`config.mk`:
```
export PLATFORM = sky130hd
export DESIGN_NAME = flit_serializer_flat
export DESIGN_NICKNAME = d
export VERILOG_FILES = /design/src/rtl/flit_serializer_pkg.sv /design/src/rtl/flit_serializer_if.sv /design/src/rtl/flit_serializer.sv /design/src/flat_wrapper.sv
export SDC_FILE = /design/constraint.sdc
export NUM_CORES = 1
export LEC_CHECK = 0
export ABC_AREA = 1
export BUFFER_PORTS_ARGS = -buffer_cell sky130_fd_sc_hd__buf_4
export CAP_MARGIN = 20
export CORE_MARGIN = 10
export CORE_UTILIZATION = 55
export DETAILED_ROUTE_END_ITERATION = 7
export HOLD_SLACK_MARGIN = 0.15
export PLACE_DENSITY = 0.8
export SYNTH_ARGS = -nofsm -noshare
export SYNTH_HDL_FRONTEND = slang
export SYNTH_SLANG_ARGS = --single-unit
```
`constraint.sdc`:
```
create_clock -name nocclk -period 2.7 [get_ports nocclk]
set_clock_uncertainty 0.2 [all_clocks]
set_input_delay 0.135 -clock nocclk [delete_from_list [all_inputs] [get_ports nocclk]]
set_output_delay 0.135 -clock nocclk [all_outputs]
set_load 0.1 [all_outputs]
```
`src/rtl/flit_serializer_pkg.sv`:
```
// Shared types for the flit serializer: flit format, packet element, FSM states.
// Optional stall timeout is enabled by defining FLIT_SERIALIZER_TIMEOUT_EN.
package flit_serializer_pkg;

  localparam int unsigned PKT_BUF_ENTRIES = 8;
  localparam int unsigned FLIT_ID_W       = 4;
  localparam int unsigned FLIT_PAYLOAD_W  = 32;
  localparam int unsigned PACKET_ID_W     = 8;

  typedef enum logic [1:0] {
    HEAD = 2'd0,
    BODY = 2'd1,
    TAIL = 2'd2
  } flittype_e;

  typedef struct packed {
    flittype_e                 flittype;
    logic [FLIT_ID_W-1:0]      flit_id;
    logic [FLIT_PAYLOAD_W-1:0] payload;
  } flit_t;

  typedef logic [PACKET_ID_W-1:0] packet_id_t;

  // Wide enough to hold PKT_BUF_ENTRIES itself, so out-of-range tails are representable.
  typedef logic [$clog2(PKT_BUF_ENTRIES+1)-1:0] tail_index_t;

  typedef struct packed {
    packet_id_t                    packet_id;
    logic                          is_complete;
    tail_index_t                   tail_index;
    flit_t [PKT_BUF_ENTRIES-1:0]   buffer;
  } packet_element_t;

  typedef enum logic {
    IDLE = 1'b0,
    SEND = 1'b1
  } serializer_state_t;

endpackage

```
`src/rtl/flit_serializer_if.sv`:
```
// Packet-in / flit-out handshake bundle; master is the serializer, slave is its environment.
interface flit_serializer_if;
  import flit_serializer_pkg::*;

  packet_element_t packet;
  logic            packet_valid;
  logic            packet_ready;
  flit_t           flit;
  logic            flit_valid;
  logic            flit_ready;
  logic            packet_sent;
  packet_id_t      sent_pkt_id;
  logic            tx_error;

  modport master (
    input  packet, packet_valid, flit_ready,
    output packet_ready, flit, flit_valid, packet_sent, sent_pkt_id, tx_error
  );

  modport slave (
    output packet, packet_valid, flit_ready,
    input  packet_ready, flit, flit_valid, packet_sent, sent_pkt_id, tx_error
  );

endinterface

```
`src/rtl/flit_serializer.sv`:
```
// Captures one complete packet and streams its flits in index order over valid/ready.
// Define FLIT_SERIALIZER_TIMEOUT_EN to abort a packet after TIMEOUT_CYCLES stalled cycles.
module flit_serializer
  import flit_serializer_pkg::*;
#(
  parameter int unsigned PACKET_BUFFER_NUM_ENTRIES = PKT_BUF_ENTRIES,
  parameter int unsigned TIMEOUT_CYCLES            = 64
) (
  input logic               nocclk,
  input logic               rst_n,
  flit_serializer_if.master bus
);

  localparam int unsigned SEL_W = (PACKET_BUFFER_NUM_ENTRIES > 1) ? $clog2(PACKET_BUFFER_NUM_ENTRIES) : 1;
  typedef logic [SEL_W-1:0] sel_t;

  serializer_state_t           r_state;
  tail_index_t                 r_idx;
  tail_index_t                 r_tail;
  packet_id_t                  r_pkt_id;
  flit_t [PKT_BUF_ENTRIES-1:0] r_buf;
  flit_t                       r_flit;
  logic                        r_flit_valid;
  logic                        r_packet_sent;
  packet_id_t                  r_sent_pkt_id;
  logic                        r_tx_error;

  logic        w_accept;
  logic        w_pkt_ok;
  logic        w_hs;
  logic        w_last;
  tail_index_t w_idx_next;

`ifdef FLIT_SERIALIZER_TIMEOUT_EN
  localparam int unsigned STALL_W = $clog2(TIMEOUT_CYCLES + 1);
  logic [STALL_W-1:0] r_stall_cnt;
`else
  // TIMEOUT_CYCLES only shapes behaviour when the timeout is compiled in.
  if (TIMEOUT_CYCLES == 0) begin : g_timeout_unused
  end
`endif

  assign w_accept   = bus.packet_valid && (r_state == IDLE);
  assign w_pkt_ok   = bus.packet.is_complete
                   && (bus.packet.tail_index != '0)
                   && (bus.packet.tail_index <= tail_index_t'(PACKET_BUFFER_NUM_ENTRIES));
  assign w_hs       = r_flit_valid && bus.flit_ready;
  assign w_last     = (r_idx == (r_tail - tail_index_t'(1)));
  assign w_idx_next = r_idx + tail_index_t'(1);

  always_ff @(posedge nocclk or negedge rst_n) begin
    if (!rst_n) begin
      r_state       <= IDLE;
      r_idx         <= '0;
      r_tail        <= '0;
      r_pkt_id      <= '0;
      r_buf         <= '0;
      r_flit        <= '0;
      r_flit_valid  <= 1'b0;
      r_packet_sent <= 1'b0;
      r_sent_pkt_id <= '0;
      r_tx_error    <= 1'b0;
`ifdef FLIT_SERIALIZER_TIMEOUT_EN
      r_stall_cnt   <= '0;
`endif
    end else begin
      r_packet_sent <= 1'b0;
      r_tx_error    <= 1'b0;
      case (r_state)
        IDLE: begin
          if (w_accept) begin
            if (w_pkt_ok) begin
              r_buf        <= bus.packet.buffer;
              r_tail       <= bus.packet.tail_index;
              r_pkt_id     <= bus.packet.packet_id;
              r_idx        <= '0;
              r_flit       <= bus.packet.buffer[0];
              r_flit_valid <= 1'b1;
              r_state      <= SEND;
`ifdef FLIT_SERIALIZER_TIMEOUT_EN
              r_stall_cnt  <= '0;
`endif
            end else begin
              r_tx_error   <= 1'b1;
            end
          end
        end
        SEND: begin
          if (w_hs) begin
`ifdef FLIT_SERIALIZER_TIMEOUT_EN
            r_stall_cnt <= '0;
`endif
            if (w_last) begin
              r_flit_valid  <= 1'b0;
              r_packet_sent <= 1'b1;
              r_sent_pkt_id <= r_pkt_id;
              r_idx         <= '0;
              r_state       <= IDLE;
            end else begin
              // Preload the next flit on the handshake edge so there is no bubble.
              r_idx  <= w_idx_next;
              r_flit <= r_buf[sel_t'(w_idx_next)];
            end
          end
`ifdef FLIT_SERIALIZER_TIMEOUT_EN
          else if (r_stall_cnt == STALL_W'(TIMEOUT_CYCLES - 1)) begin
            r_flit_valid <= 1'b0;
            r_tx_error   <= 1'b1;
            r_idx        <= '0;
            r_stall_cnt  <= '0;
            r_state      <= IDLE;
          end else begin
            r_stall_cnt  <= r_stall_cnt + STALL_W'(1);
          end
`endif
        end
        default: r_state <= IDLE;
      endcase
    end
  end

  assign bus.packet_ready = (r_state == IDLE);
  assign bus.flit         = r_flit;
  assign bus.flit_valid   = r_flit_valid;
  assign bus.packet_sent  = r_packet_sent;
  assign bus.sent_pkt_id  = r_sent_pkt_id;
  assign bus.tx_error     = r_tx_error;

endmodule
```
`src/flat_wrapper.sv`:
```
// flat-port wrapper written by rule: the top's interface ports become plain ports
module flit_serializer_flat import flit_serializer_pkg::*;
#(
  parameter int unsigned PACKET_BUFFER_NUM_ENTRIES = PKT_BUF_ENTRIES,
  parameter int unsigned TIMEOUT_CYCLES            = 64
)
  (nocclk, rst_n, bus_packet, bus_packet_valid, bus_flit_ready, bus_packet_ready, bus_flit, bus_flit_valid, bus_packet_sent, bus_sent_pkt_id, bus_tx_error);
  flit_serializer_if bus_i ();
  input logic nocclk;
  input logic rst_n;
  input wire logic [$bits(bus_i.packet)-1:0] bus_packet;
  input wire logic [$bits(bus_i.packet_valid)-1:0] bus_packet_valid;
  input wire logic [$bits(bus_i.flit_ready)-1:0] bus_flit_ready;
  output wire logic [$bits(bus_i.packet_ready)-1:0] bus_packet_ready;
  output wire logic [$bits(bus_i.flit)-1:0] bus_flit;
  output wire logic [$bits(bus_i.flit_valid)-1:0] bus_flit_valid;
  output wire logic [$bits(bus_i.packet_sent)-1:0] bus_packet_sent;
  output wire logic [$bits(bus_i.sent_pkt_id)-1:0] bus_sent_pkt_id;
  output wire logic [$bits(bus_i.tx_error)-1:0] bus_tx_error;
  assign bus_i.packet = bus_packet;
  assign bus_i.packet_valid = bus_packet_valid;
  assign bus_i.flit_ready = bus_flit_ready;
  assign bus_packet_ready = bus_i.packet_ready;
  assign bus_flit = bus_i.flit;
  assign bus_flit_valid = bus_i.flit_valid;
  assign bus_packet_sent = bus_i.packet_sent;
  assign bus_sent_pkt_id = bus_i.sent_pkt_id;
  assign bus_tx_error = bus_i.tx_error;
  flit_serializer #(.PACKET_BUFFER_NUM_ENTRIES(PACKET_BUFFER_NUM_ENTRIES), .TIMEOUT_CYCLES(TIMEOUT_CYCLES)) u_core (.nocclk(nocclk), .rst_n(rst_n), .bus(bus_i));
endmodule
```
=== Word level (Yosys, flattened, before mapping) ===
Cells that the tools add are included.

* Logic and storage cells: 84
* Bits in latches: 0
* Memories kept: 0
* Bits in writable memories: 0
* Input bits: 321
* Register bits after elaboration: 370
* Memory bits (read-only): 0

* Add/sub/neg operators: 2
* Shift operators: 0
* Eq/ne operators: 6
* Mux-type cells: 28
* $mul: 0
* Divide/modulo/power cells: 0
* Magnitude comparators: 2
* Reduce and logical (&&, ||, !) cells: 10
* Bitwise logic cells: 1

{| class="wikitable"
|+ Operator list
! cell !! count
|-
| $mux W38 || 5
|-
| $bmux W38 S3 || 1
|-
| $pmux W38 S2 || 1
|-
| $mux W4 || 4
|-
| $mux W1 || 14
|-
| $reduce_and A3 Y1 || 3
|-
| $pmux W4 S2 || 1
|-
| $reduce_and A4 Y1 || 2
|-
| $ne A2 B2 Y1 const B || 3
|-
| $add A4 B1 Y4 const B || 1
|-
| $eq A4 B4 Y1 || 1
|-
| $le A4 B4 Y1 const B || 1
|-
| $logic_and A1 B1 Y1 || 4
|-
| $lt A3 B4 Y1 const B || 1
|-
| $ne A2 B1 Y1 const B || 2
|-
| $pmux W1 S2 || 2
|-
| $reduce_bool A4 Y1 || 1
|-
| $sub A4 B1 Y4 const B || 1
|-
| $not A1 Y1 || 1
|}

=== Longest topological paths before layout ===
* Depth after elaboration: 6
* Gate-level depth with buffers: 14
* Mapped depth without buffers: 13

=== Worst setup path after synthesis ===
Ideal clock, no wire load.

* Path type: register -> register
* Start point: register u_core.r_flit_valid (netlist: u_core.bus.flit_valid)
* End point: register u_core.r_flit, in the netlist u_core.bus.flit[10]
* Arrival time: 1.967 ns
* Data required time: 2.380 ns
* Cell stages (with the launch flop): 10
* Setup slack: 0.413 ns
* Clock period less this slack: 2.287 ns
* Setup time: 0.120 ns
* Cells stage by stage: dfrtp_1 nand2_1 inv_1 nand2_1 nand2_2 nand2_1 buf_4 buf_4 nand2_1 nand2_1

* Longest elaborated chain between the ends: 3

{| class="wikitable"
|+ RTL lines
! item !! RTL line !! RTL
|-
| start: declaration || flit_serializer.sv:23 || <nowiki>logic r_flit_valid;</nowiki>
|-
| start signal: assignment || flit_serializer.sv:59 || <nowiki>r_flit_valid <= 1'b0;</nowiki>
|-
| start signal: assignment || flit_serializer.sv:78 || <nowiki>r_flit_valid <= 1'b1;</nowiki>
|-
| start signal: assignment || flit_serializer.sv:94 || <nowiki>r_flit_valid <= 1'b0;</nowiki>
|-
| $logic_and A1 B1 Y1 || flit_serializer.sv:47 || <nowiki>assign w_hs = r_flit_valid && bus.flit_ready;</nowiki>
|-
| $ne A2 B2 Y1 (no source line) || - ||
|-
| $reduce_and A4 Y1 (no source line) || - ||
|-
| end signal: assignment || flit_serializer.sv:77 || <nowiki>r_flit <= bus.packet.buffer[0];</nowiki>
|-
| end signal: assignment || flit_serializer.sv:102 || <nowiki>r_flit <= r_buf[sel_t'(w_idx_next)];</nowiki>
|-
| end: declaration || flit_serializer.sv:22 || <nowiki>flit_t r_flit;</nowiki>
|}

No other way between the ends.
A chain may end at the register's enable or synchronous reset.

=== Worst setup path after layout ===
* Start point: register u_core.r_state
* End point: output bus_packet_ready

* Longest elaborated chain between the ends: 1

{| class="wikitable"
|+ RTL lines
! item !! RTL line !! RTL
|-
| start: declaration || flit_serializer.sv:17 || <nowiki>serializer_state_t r_state;</nowiki>
|-
| start signal: assignment || flit_serializer.sv:53 || <nowiki>r_state <= IDLE;</nowiki>
|-
| start signal: assignment || flit_serializer.sv:79 || <nowiki>r_state <= SEND;</nowiki>
|-
| start signal: assignment || flit_serializer.sv:98 || <nowiki>r_state <= IDLE;</nowiki>
|-
| $not A1 Y1 (no source line) || - ||
|-
| end: declaration || flat_wrapper.sv:14 || <nowiki>output wire logic [$bits(bus_i.packet_ready)-1:0] bus_packet_ready;</nowiki>
|}

No other way between the ends.

==> results by stage <==
Run status:
- The run finished, with violations left.
- The final reports fail on DRC.

Layout:
- The filler cell count is 1857.
- The area of combinational cells with multiple inputs is 6450 um2.
- Excluding fillers, the count of instances in the completed layout stands at 3387.
- The growth of design area from synthesis to finish is 43.9%.
- The library cells used most frequently in the layout, excluding fill and tap cells, are sky130_fd_sc_hd__nand2_1 (518), sky130_fd_sc_hd__buf_4 (387), sky130_fd_sc_hd__dfrtp_1 (368).
- The final layout contains 3266 nets.
- The most frequent standard cell in the layout excluding fill and tap cells is sky130_fd_sc_hd__nand2_1.
- The flip-flop and latch area is 9260 um2.
- Of the cells placed in the final design, the portion with a size suffix greater than 1 is 0.161.
- At the end of the flow the core is filled with cells to 0.802.
- The area of all placed cells without fillers is 25300 um2.

Worst setup path:
- STA classifies the critical path endpoint as an output port.
- The startpoint of the most critical register-to-register path is u_core.r_idx[0]$_DFFE_PN0P_.
- The endpoint required time on the critical path is 2.37 ns.
- The critical path launch point is u_core.r_state$_DFF_PN0_.
- The type of the worst setup path is flop to output port.
- The launching element type of the critical path is a flop.
- In this run the worst path has a maximum fanout of 45.
- The arrival time of the worst setup path is 2.19 ns.

Logic synthesis:
- The cell area after synthesis is 17600 um2.
- The synthesis-stage register bit count is 370.
- The synthesized design spends more area on one cell type than any other, namely sky130_fd_sc_hd__dfrtp_1.
- Each instance of the synthesized netlist takes up on average 7.59 um2.
- The share of async-settable or async-resettable flops after synthesis is 1.00.
- Synthesis handed over a netlist of 2319 instances.
- By area the synthesized netlist is led by sky130_fd_sc_hd__dfrtp_1 (53%), sky130_fd_sc_hd__nand2_1 (11%), sky130_fd_sc_hd__nand3_1 (8.7%), sky130_fd_sc_hd__a21oi_1 (8.7%), sky130_fd_sc_hd__inv_1 (7.0%).
- The count of yosys warnings during synthesis is 0.
- The primary flip-flop cell chosen by synthesis mapping is sky130_fd_sc_hd__dfrtp_1.
- The netlist uses 24 different library cells.
- Of the post-synthesis cell area, the dominant cell type holds 0.526.
- The synthesized netlist net count is 2642.
- The number of flops mapped to enable cells by yosys is 0.
- The sequential share of the synthesized area is 0.526.

Job:
- The number of max-capacitance violations reported is 0.

Floorplanning:
- Measured along the y axis, the die boundary spans 199 um.
- The die covers 39500 um2.
- The die is 199 um wide.
- Row generation in the floorplan step produced 65 rows.
- The starting utilization of the core area is 0.558.
- The core box area is 31600 um2.
- 371 I/O pins were placed.

GRT:
- The first global-routing pass estimated 110000 um of wire.
- Summed over all layers, the global routing overflow is 0.
- The overall fraction of global-route tracks in use is 0.356.
- Entering global routing, the biggest net connects 176 pins.
- The layer flagged by global routing as most heavily used is met2.
- The via count of the first global-routing pass is 19559.
- The met3 track demand over resource is 0.102.
- The number of antenna violations at the first check in global routing is 10.
- For this run, global-route usage on met1 was measured as 0.447.
- In the global route stage, met2 resource usage came out at 0.548.

Drt:
- The number of design rule violations left after detail routing is 1.
- In the final routed layout, each cell accounts on average for 21.0 um.
- The remaining antenna violation count after routing is 0.
- The number of vias in the routed layout is 19281.
- The detailed-route wire length is 71000 um.
- In this run, the number of DRC markers left after iteration 0 of detailed routing was 2313.
- Before antenna repair, the detailed router went through 8 iterations.
- Using the TritonRoute via totals, the vias-per-cell ratio works out to 5.69.

Power:
- The part of the total power dissipated in combinational logic is 0.488.
- Internal power comes to 0.0141 W.
- The leakage power total is 13.3 nW.
- The share of total power dissipated in sequential elements is 0.301.
- The maximum vdd ir drop is 1.03 mV.
- The share of total power dissipated in the clock network is 0.210.
- Of the total power, the share spent switching nets is 0.453.
- The power spent charging and discharging nets is 0.0117 W.
- The areal power density over the cells is 1020 nW/um2.

Placement:
- The estimated wirelength of the detail-placed design is 39700 um.
- After detailed placement, the design holds a cell count of 2978.
- Summing all placed instances gives a cell area of 20700 um2.
- The congestion estimate from routability-driven global placement came to 0.929.
- Buffers placed on the I/O ports in this run total 370.

STA:
- Setup repair after global routing left no endpoint under its margin.
- The max-slew violation count is 0.
- The worst hold slack is 0.206 ns.
- The hold violation count in the final report is 0.
- Dividing the final minimum period by the clock period gives 0.935.
- Timing would allow up to 396 MHz.
- The final critical path time including I/O delays and setup is 2.53 ns.
- For the pin with the worst max-slew slack, the measured transition is 0.822 ns.
- The final sum of negative setup slack is 0 ns.
- The headroom to the max-slew limit is 0.452.
- Setup violations remaining at the end of the flow were counted as 0.

Hold path:
- The hold path startpoint is bus_packet[68].
- The min-delay analysis places its worst path in the category primary input to flop.

Clocking:
- The clock latency on the worst-skew pair is 0.52 ns.
- CTS built an H-tree with a depth of 2.
- Clock tree synthesis found a total of 370 sinks.
- The buffer depth of the longest clock path is 3.
- Clock-pin slew was measured on the worst setup and hold paths at 0.07 ns.
- The number of buffers added by the clock tree synthesis step is 40.
- The clock tree from TritonCTS is built.
- The number of buffers inserted to repair setup after CTS is 0.
- The tree is rooted in a sky130_fd_sc_hd__clkbuf_16.
critical path, stage by stage (launching register included):
cell	delay, ns
sky130_fd_sc_hd__dfrtp_2	0.43
sky130_fd_sc_hd__buf_6	0.23
sky130_fd_sc_hd__clkinv_1	0.12
sky130_fd_sc_hd__buf_4	0.46
sky130_fd_sc_hd__buf_4	0.39
synth_stat cells, types with 2 or more instances:
cell / count
sky130_fd_sc_hd__a21oi_1: 305
sky130_fd_sc_hd__buf_1: 22
sky130_fd_sc_hd__buf_2: 68
sky130_fd_sc_hd__buf_4: 4
sky130_fd_sc_hd__buf_6: 6
sky130_fd_sc_hd__clkbuf_1: 50
sky130_fd_sc_hd__dfrtp_1: 370
sky130_fd_sc_hd__ha_1: 2
sky130_fd_sc_hd__inv_1: 326
sky130_fd_sc_hd__nand2_1: 518
sky130_fd_sc_hd__nand3_1: 307
sky130_fd_sc_hd__nand4_1: 4
sky130_fd_sc_hd__nor2_1: 310
sky130_fd_sc_hd__o21ai_0: 12
sky130_fd_sc_hd__xnor2_1: 2
sky130_fd_sc_hd__xor2_1: 5
final cells by class:
class / count / area share
timing repair buffer: 732 / 0.259
multi-input combinational: 1472 / 0.255
inverter: 327 / 0.0486
clock buffer: 64 / 0.0483
sequential: 370 / 0.366
clock inverter: 7 / 0.00247
tap: 402 / 0.0199
antenna: 13 / 0.00128
sequential cells by signal, indices dropped and copies added, names as in the netlist:
signal and count:
u_core.bus.flit 38, u_core.bus.flit_valid 1, u_core.bus.packet_sent 1, u_core.bus.sent_pkt_id 8
u_core.bus.tx_error 1, u_core.r_buf 304, u_core.r_idx 4, u_core.r_pkt_id 8
u_core.r_state 1, u_core.r_tail 4
power groups by stage:
stage / Combinational [W] / Sequential (W) / Clock, W
global placement: 0.0114 / 0.00771 / 0
detailed placement: 0.0117 / 0.00777 / 0
floorplan: 0.00593 / 0.00985 / 0
finish: 0.0126 / 0.00779 / 0.00544
global route: 0.0135 / 0.00789 / 0.00569
CTS: 0.0122 / 0.00769 / 0.00541
path summary, 6_finish.rpt:
check                                                  end  slack (ns)  cells after the start
max                                       bus_packet_ready        0.17                      4
max reg2reg                u_core.bus.flit[35]$_DFFE_PN0P_        0.31                     10
min reg2reg                u_core.bus.flit[34]$_DFFE_PN0P_        0.29                      2
min                           u_core.r_buf[68]$_DFFE_PN0P_        0.21                      4
min in group asynchronous    u_core.r_buf[185]$_DFFE_PN0P_        0.63                      4
max in group asynchronous      u_core.r_idx[0]$_DFFE_PN0P_        1.25                      4
stage by stage:
stage / power [W] / setup WS, ns
floorplan: 0.0158 / 0.413
global placement: 0.0192 / 0.391
detailed placement: 0.0195 / 0.388
CTS: 0.0252 / 0.0274
global route: 0.0271 / 0.142
finish: 0.0258 / 0.175
routing by layer:
metal | up-vias | share of wire
met5 | - | 0
met4 | 0 | 0.059
met3 | 312 | 0.11
met2 | 1422 | 0.46
met1 | 9098 | 0.37
li1 | 8449 | -
logic make-up after synthesis:
family / Yosys count / share of synthesized area
flip-flops: 370 / 0.526
adder cells (fa/ha/maj): 2 / 0.00142
buffers and inverters: 477 / 0.110
XOR/XNOR: 7 / 0.00348
AND/OR/NAND/NOR: 1143 / 0.267
AO/OA/AOI/OAI: 320 / 0.0915
timing repair:
item,in CTS,in global routing
setup endpoints to repair,0,1
hold buffers,325,0
hold endpoints to repair,735,0
gates resized for setup,0,1
Power figures use the tool's default switching activity.
